[config.mk]
export PLATFORM = sky130hd
export DESIGN_NAME = cpu_alu_seq
export DESIGN_NICKNAME = d
export VERILOG_FILES = /design/src/rtl/cpu_pkg.sv /design/src/rtl/cpu_alu_seq_adj.sv /design/src/rtl/cpu_alu_seq.sv
export SDC_FILE = /design/constraint.sdc
export NUM_CORES = 1
export LEC_CHECK = 0
export CORE_ASPECT_RATIO = 0.6
export CORE_MARGIN = 10
export CORE_UTILIZATION = 43
export CTS_CLUSTER_SIZE = 8
export DETAILED_ROUTE_END_ITERATION = 7
export GPL_TIMING_DRIVEN = 0
export PLACE_DENSITY = 0.73
export SYNTH_ARGS = -nofsm -noshare
export SYNTH_HDL_FRONTEND = slang
export SYNTH_SLANG_ARGS = --single-unit
[constraint.sdc]
create_clock -name clk -period 1.8 [get_ports clk]
set_input_delay 0.36 -clock clk [delete_from_list [all_inputs] [get_ports clk]]
set_output_delay 0.36 -clock clk [all_outputs]
set_load 0.01 [all_outputs]
[src/rtl/cpu_pkg.sv]
// Shared encodings for the PC/address arithmetic sequencer.
// Op codes, sequencer states and high-byte adjust codes.
package cpu_pkg;

  typedef enum logic [1:0] {
    OP_INC16 = 2'd0,
    OP_ADDU  = 2'd1,
    OP_ADDS  = 2'd2,
    OP_SUBU  = 2'd3
  } op_t;

  typedef enum logic [1:0] {
    ST_IDLE = 2'd0,
    ST_LO   = 2'd1,
    ST_HI   = 2'd2
  } state_t;

  typedef enum logic [1:0] {
    ADJ_NONE = 2'd0,
    ADJ_INC  = 2'd1,
    ADJ_DEC  = 2'd2
  } adj_t;

endpackage

[src/rtl/cpu_alu_seq_adj.sv]
// cpu_alu_seq_adj: carry/borrow detect on the low-byte ALU result and the high-byte adjust.
// Latency: combinational.
// Backpressure: none.
module cpu_alu_seq_adj
  import cpu_pkg::*;
(
  input  logic [1:0] op,
  input  logic [7:0] base_lo,
  input  logic [7:0] off,
  input  logic [7:0] alu_out,
  output logic [1:0] adj
);

  logic carry;

  always_comb begin
    adj   = ADJ_NONE;
    // The ALU has no carry output: an unsigned add carried iff the sum wrapped below A.
    carry = (alu_out < base_lo);
    case (op)
      OP_INC16: if (alu_out == 8'h00) adj = ADJ_INC;
      OP_ADDU:  if (carry) adj = ADJ_INC;
      OP_ADDS: begin
        if (carry && !off[7])      adj = ADJ_INC;
        else if (!carry && off[7]) adj = ADJ_DEC;
      end
      OP_SUBU:  if (base_lo < off) adj = ADJ_DEC;
      default:  adj = ADJ_NONE;
    endcase
  end

endmodule

[src/rtl/cpu_alu_seq.sv]
// cpu_alu_seq: 16-bit PC/address arithmetic on the shared 8-bit ALU, low byte then high byte.
// Latency: done 2 edges after acceptance; 1 for non-crossing ops with CPU_ALU_SEQ_SKIP_HI_EN.
// Backpressure: req_ready only in IDLE; req_valid while busy is ignored and must be held.
module cpu_alu_seq
  import cpu_pkg::*;
#(
  parameter int SKIP_NONE_HI = 0
) (
  input  logic        clk,
  input  logic        rst_n,
  input  logic        req_valid,
  output logic        req_ready,
  input  logic [1:0]  req_op,
  input  logic [15:0] req_base,
  input  logic [7:0]  req_off,
  output logic        alu_add,
  output logic        alu_sub,
  output logic        alu_pass_B,
  output logic        alu_inc_A,
  output logic        alu_inc_B,
  output logic [7:0]  alu_A,
  output logic [7:0]  alu_B,
  input  logic [7:0]  alu_out,
  output logic        done,
  output logic [15:0] result,
  output logic        page_cross
);

`ifdef CPU_ALU_SEQ_SKIP_HI_EN
  localparam bit skip_en = (SKIP_NONE_HI == 0);
`else
  localparam bit skip_en = 1'b0 & (SKIP_NONE_HI == 0);
`endif

  state_t      state_q;
  logic [1:0]  op_q;
  logic [15:0] base_q;
  logic [7:0]  off_q;
  logic [7:0]  res_lo_q;
  logic [1:0]  adj_q;
  logic [1:0]  adj;

  cpu_alu_seq_adj u_adj (
    .op      (op_q),
    .base_lo (base_q[7:0]),
    .off     (off_q),
    .alu_out (alu_out),
    .adj     (adj)
  );

  assign req_ready  = (state_q == ST_IDLE);
  assign alu_pass_B = 1'b0;
  assign alu_inc_B  = 1'b0;

  always_comb begin
    alu_add   = 1'b0;
    alu_sub   = 1'b0;
    alu_inc_A = 1'b0;
    alu_A     = 8'h00;
    alu_B     = 8'h00;
    case (state_q)
      ST_LO: begin
        alu_A = base_q[7:0];
        case (op_q)
          OP_INC16: alu_inc_A = 1'b1;
          OP_SUBU: begin
            alu_sub = 1'b1;
            alu_B   = off_q;
          end
          default: begin
            alu_add = 1'b1;
            alu_B   = off_q;
          end
        endcase
      end
      ST_HI: begin
        // With no adjust every control stays low and the ALU passes A through.
        alu_A = base_q[15:8];
        if (adj_q == ADJ_INC) begin
          alu_inc_A = 1'b1;
        end else if (adj_q == ADJ_DEC) begin
          alu_sub = 1'b1;
          alu_B   = 8'h01;
        end
      end
      default: ;
    endcase
  end

  always_ff @(posedge clk or negedge rst_n) begin
    if (!rst_n) begin
      state_q    <= ST_IDLE;
      op_q       <= 2'b00;
      base_q     <= 16'h0000;
      off_q      <= 8'h00;
      res_lo_q   <= 8'h00;
      adj_q      <= ADJ_NONE;
      done       <= 1'b0;
      result     <= 16'h0000;
      page_cross <= 1'b0;
    end else begin
      done <= 1'b0;
      case (state_q)
        ST_IDLE: begin
          if (req_valid) begin
            op_q    <= req_op;
            base_q  <= req_base;
            off_q   <= req_off;
            state_q <= ST_LO;
          end
        end
        ST_LO: begin
          res_lo_q <= alu_out;
          adj_q    <= adj;
          if (skip_en && (adj == ADJ_NONE)) begin
            result     <= {base_q[15:8], alu_out};
            page_cross <= 1'b0;
            done       <= 1'b1;
            state_q    <= ST_IDLE;
          end else begin
            state_q <= ST_HI;
          end
        end
        ST_HI: begin
          result     <= {alu_out, res_lo_q};
          page_cross <= (adj_q != ADJ_NONE);
          done       <= 1'b1;
          state_q    <= ST_IDLE;
        end
        default: state_q <= ST_IDLE;
      endcase
    end
  end

endmodule

==> impl_results.md <==
* Status: finished with violations
* Failing checks: negative setup slack
* Synth Warn # at 0
* ANT cells at 0
* Largest area contributor in the netlist: dfrtp_1
* CP dominant cell by count: buf_6
* Placed instance area at approximately 3700 µm²
* Initial Util at ~45%
* Max Root-Sink Buffers at 2
* CP max stage delay at 0.43 ns
* First-pass DRT Iterations at 5
* Synth Instances at 228
* CTS tree: done
* CP bufs+invs at 4
* Syn-to-layout area delta at 48.1%
* Worst slew pin tran at ~0.63 ns
* Layout cells sized above 1 at 41.7%
* Boundary Pins at between 70 and 80
* Mean area per synthesized cell at about 12 µm²
* GPL Wtd Cong at 0.875
* Clock-pin slew on the worst setup and hold paths at 0.10 ns
* Max Freq at approximately 490 MHz
* NumNets Final at 388
* Core area at about 6200 µm²
* CP Data Required Time at about 1.4 ns
* Die span in x at between 100 and 150 µm
* Max transition margin at 58.3%
* Endpoint class of the critical path: output port
* Path depth of the worst reg2reg path at 5
* Fin Clk Skew at about 0.009 ns
* Post-layout minimum cycle time at between 2 and 2.5 ns
* Sink Count at 56
* Final Cycle Share at 114%
* Power density over cell area at roughly 1800 nW/µm²
* Row cnt at 22
* H-tree levels at 2
* Seq/Total Area, Yosys at between 50% and 60%
* DRC viols at 0
* Gr usage total at 15.0%
* Yosys top cell area share at between 50% and 60%
* CP delay by family, top: buffers and inverters
* RSZ-0062 raised after global routing: true
* Final hold viol count at 0
* Number of global-route vias before repair at approximately 2200
* Pwr Total at about 0.0073 W
* Max-slew violation count at 0
* WP depth at 7
* Critical path's slowest cell: dfrtp_1
* Distinct cells, synth at 36
* Largest net degree at the start of global routing at 31
* Congestion Overflow GR at 0
* Synthesized flop and latch total at 56
* Final setup margin at -0.259 ns
* DRT iter0 DRCs at 84
* Post-synth EDFFs at 0
* P_leak at 1.88 nW
* WP data arrival at around 1.7 ns
* Via-to-Cell Ratio at between 5 and 6
* Synth top area cells: dfrtp_1 (50%), mux2_2 (20%), ha_1 (9.4%)
* Worst-skew pair later-pin latency at roughly 0.31 ns
* Tightest Hold Check Type: primary input to async pin
* Via count at about 2100
* DP HPWL at roughly 5.6 mm
* Worst-path cell chain: buf_6 > ha_4 > nor2b_4 > buf_8 > buf_6 > and3_1 > buf_2
* WS Path Type: flip-flop to output port
* Wire per inst at ~19 µm
* CTS hold repair buffers at 0
* First-pass GRT wire length at ~12 mm
* CTS Buf Count at 5
* Setup violators final at 19
* Die Height at between 80 and 90 µm
* WL final at about 7.9 mm
* CTS Root Cell: clkbuf_8
* Mapped cell area at between 2000 and 3000 µm²
* Post-layout instance area at 4140 µm²
* Max Cap Viol at 0
* Input/output buffers at 74
* Worst-path maximum fanout at 6
* VDD IR max at roughly 800 µV
* Top FF cell, synth: dfrtp_1
* CP Launch Type: flip-flop
* Die area at 10200 µm²
* Initial antenna violation count at 0
* Ys async rst share at 100%
* Final ANT Viol Nets at 0
## cell usage in the layout, fill, tap and decap left out, drive strengths merged, types with 2 or more instances in the layout
| cell | netlist | final |
|---|---|---|
| inv | 21 | 21 |
| and2 | 2 | 2 |
| nor2b | 9 | 9 |
| conb | 1 | 2 |
| buf | 7 | 48 |
| mux2 | 50 | 50 |
| and3 | 7 | 7 |
| o21ai | 3 | 3 |
| or4 | 2 | 2 |
| nand2b | 2 | 2 |
| a21boi | 2 | 2 |
| a22oi | 8 | 8 |
| ha | 21 | 21 |
| nand2 | 8 | 8 |
| clkdlybuf4s50 | 0 | 50 |
| a21oi | 3 | 3 |
| nand3 | 3 | 3 |
| dfrtp | 56 | 56 |
| clkbuf | 4 | 11 |
| nor2 | 4 | 4 |
| dlygate4sd2 | 0 | 3 |
## routing by layer
layer,wire length (µm),vias to the layer above,GRT usage [%]
met3,632,7,4.88
met1,3870,1073,21.2
li1,-,999,-
met2,3340,69,22.2
met4,59,0,2.63
met5,0,-,0
## metrics by stage
stage	setup WS (ns)	hold WS, ns	instances	TNS [ns]	utilization [%]
3_3_place_gp	-1.38	0.486	387	-93.86	58.6
2_1_floorplan	-0.0618	0.0644	229	-0.124	-
4_1_cts	-0.254	0.0683	412	-3.50	64.4
5_1_grt	-0.332	0.0920	415	-5.16	66.6
3_5_place_dp	-0.927	0.406	388	-17.13	58.9
6_report	-0.259	0.0548	415	-3.97	66.6
## timing repair
item,in CTS,in global routing
setup endpoints to repair,37,40
setup buffers,16,3
gates cloned,0,1
endpoints found under the hold margin,0,0
resized for setup,137,27
pin swaps,9,3
## path summary, 6_finish.rpt
check,startpoint,endpoint,slack [ns]
max,state_q[0],alu_B[6],-0.26
min,rst_n,base_q[11],0.05
max reg2reg,base_q[1],adj_q[1],0.04
min reg2reg,res_lo_q[1],res_lo_q[1],0.51
max in group asynchronous,rst_n,base_q[1],1.14
min in group clk,alu_out[2],res_lo_q[2],0.44
## where the power goes
| part | switching [W] | internal, W | total, W |
|---|---|---|---|
| Combinational | 0.00174 | 0.00249 | 0.00423 |
| Sequential | 0.000476 | 0.00189 | 0.00237 |
| Clock | 0.000400 | 0.000315 | 0.000715 |
## area by class of cell
cell class | instances | area (µm²)
Buffer | 10 | 129
Sequential cell | 56 | 1400
Fill cell | 479 | 2080
Timing Repair Buffer | 95 | 908
Clock buffer | 8 | 90.1
Multi-Input combinational cell | 141 | 1430
Inverter | 21 | 78.8
Tap cell | 84 | 105
## logic make-up (layout without fill, tap and decap cells)
| kind of cell | count (synthesis) | in the layout | share of synthesized area, % |
|---|---|---|---|
| AOI/OAI and AO/OA | 28 | 28 | 7.51 |
| adders and majority gates | 21 | 21 | 9.39 |
| buffers and inverters | 32 | 134 | 4.74 |
| DFF | 56 | 56 | 50.1 |
| muxes | 50 | 50 | 20.1 |
| other | 1 | 2 | 0.134 |
| and+or+nand+nor | 40 | 40 | 8.00 |
## state kept, by name (all words and copies together), names as in the netlist
name        count
adj_q           2
base_q         16
done            1
off_q           8
op_q            2
page_cross      1
res_lo_q        8
result         16
state_q         2
## synth_stat cells, types with 2 or more instances
cell type / instances
dfrtp_1: 56
mux2_2: 50
ha_1: 21
inv_1: 21
nor2b_1: 9
a22oi_1: 8
nand2_1: 8
and3_1: 7
buf_2: 4
clkbuf_1: 4
nor2_1: 4
a21oi_1: 3
nand3_1: 3
o21ai_0: 3
a21boi_0: 2
and2_1: 2
buf_4: 2
nand2b_1: 2
or4_1: 2
Power figures use the tool's default switching activity.
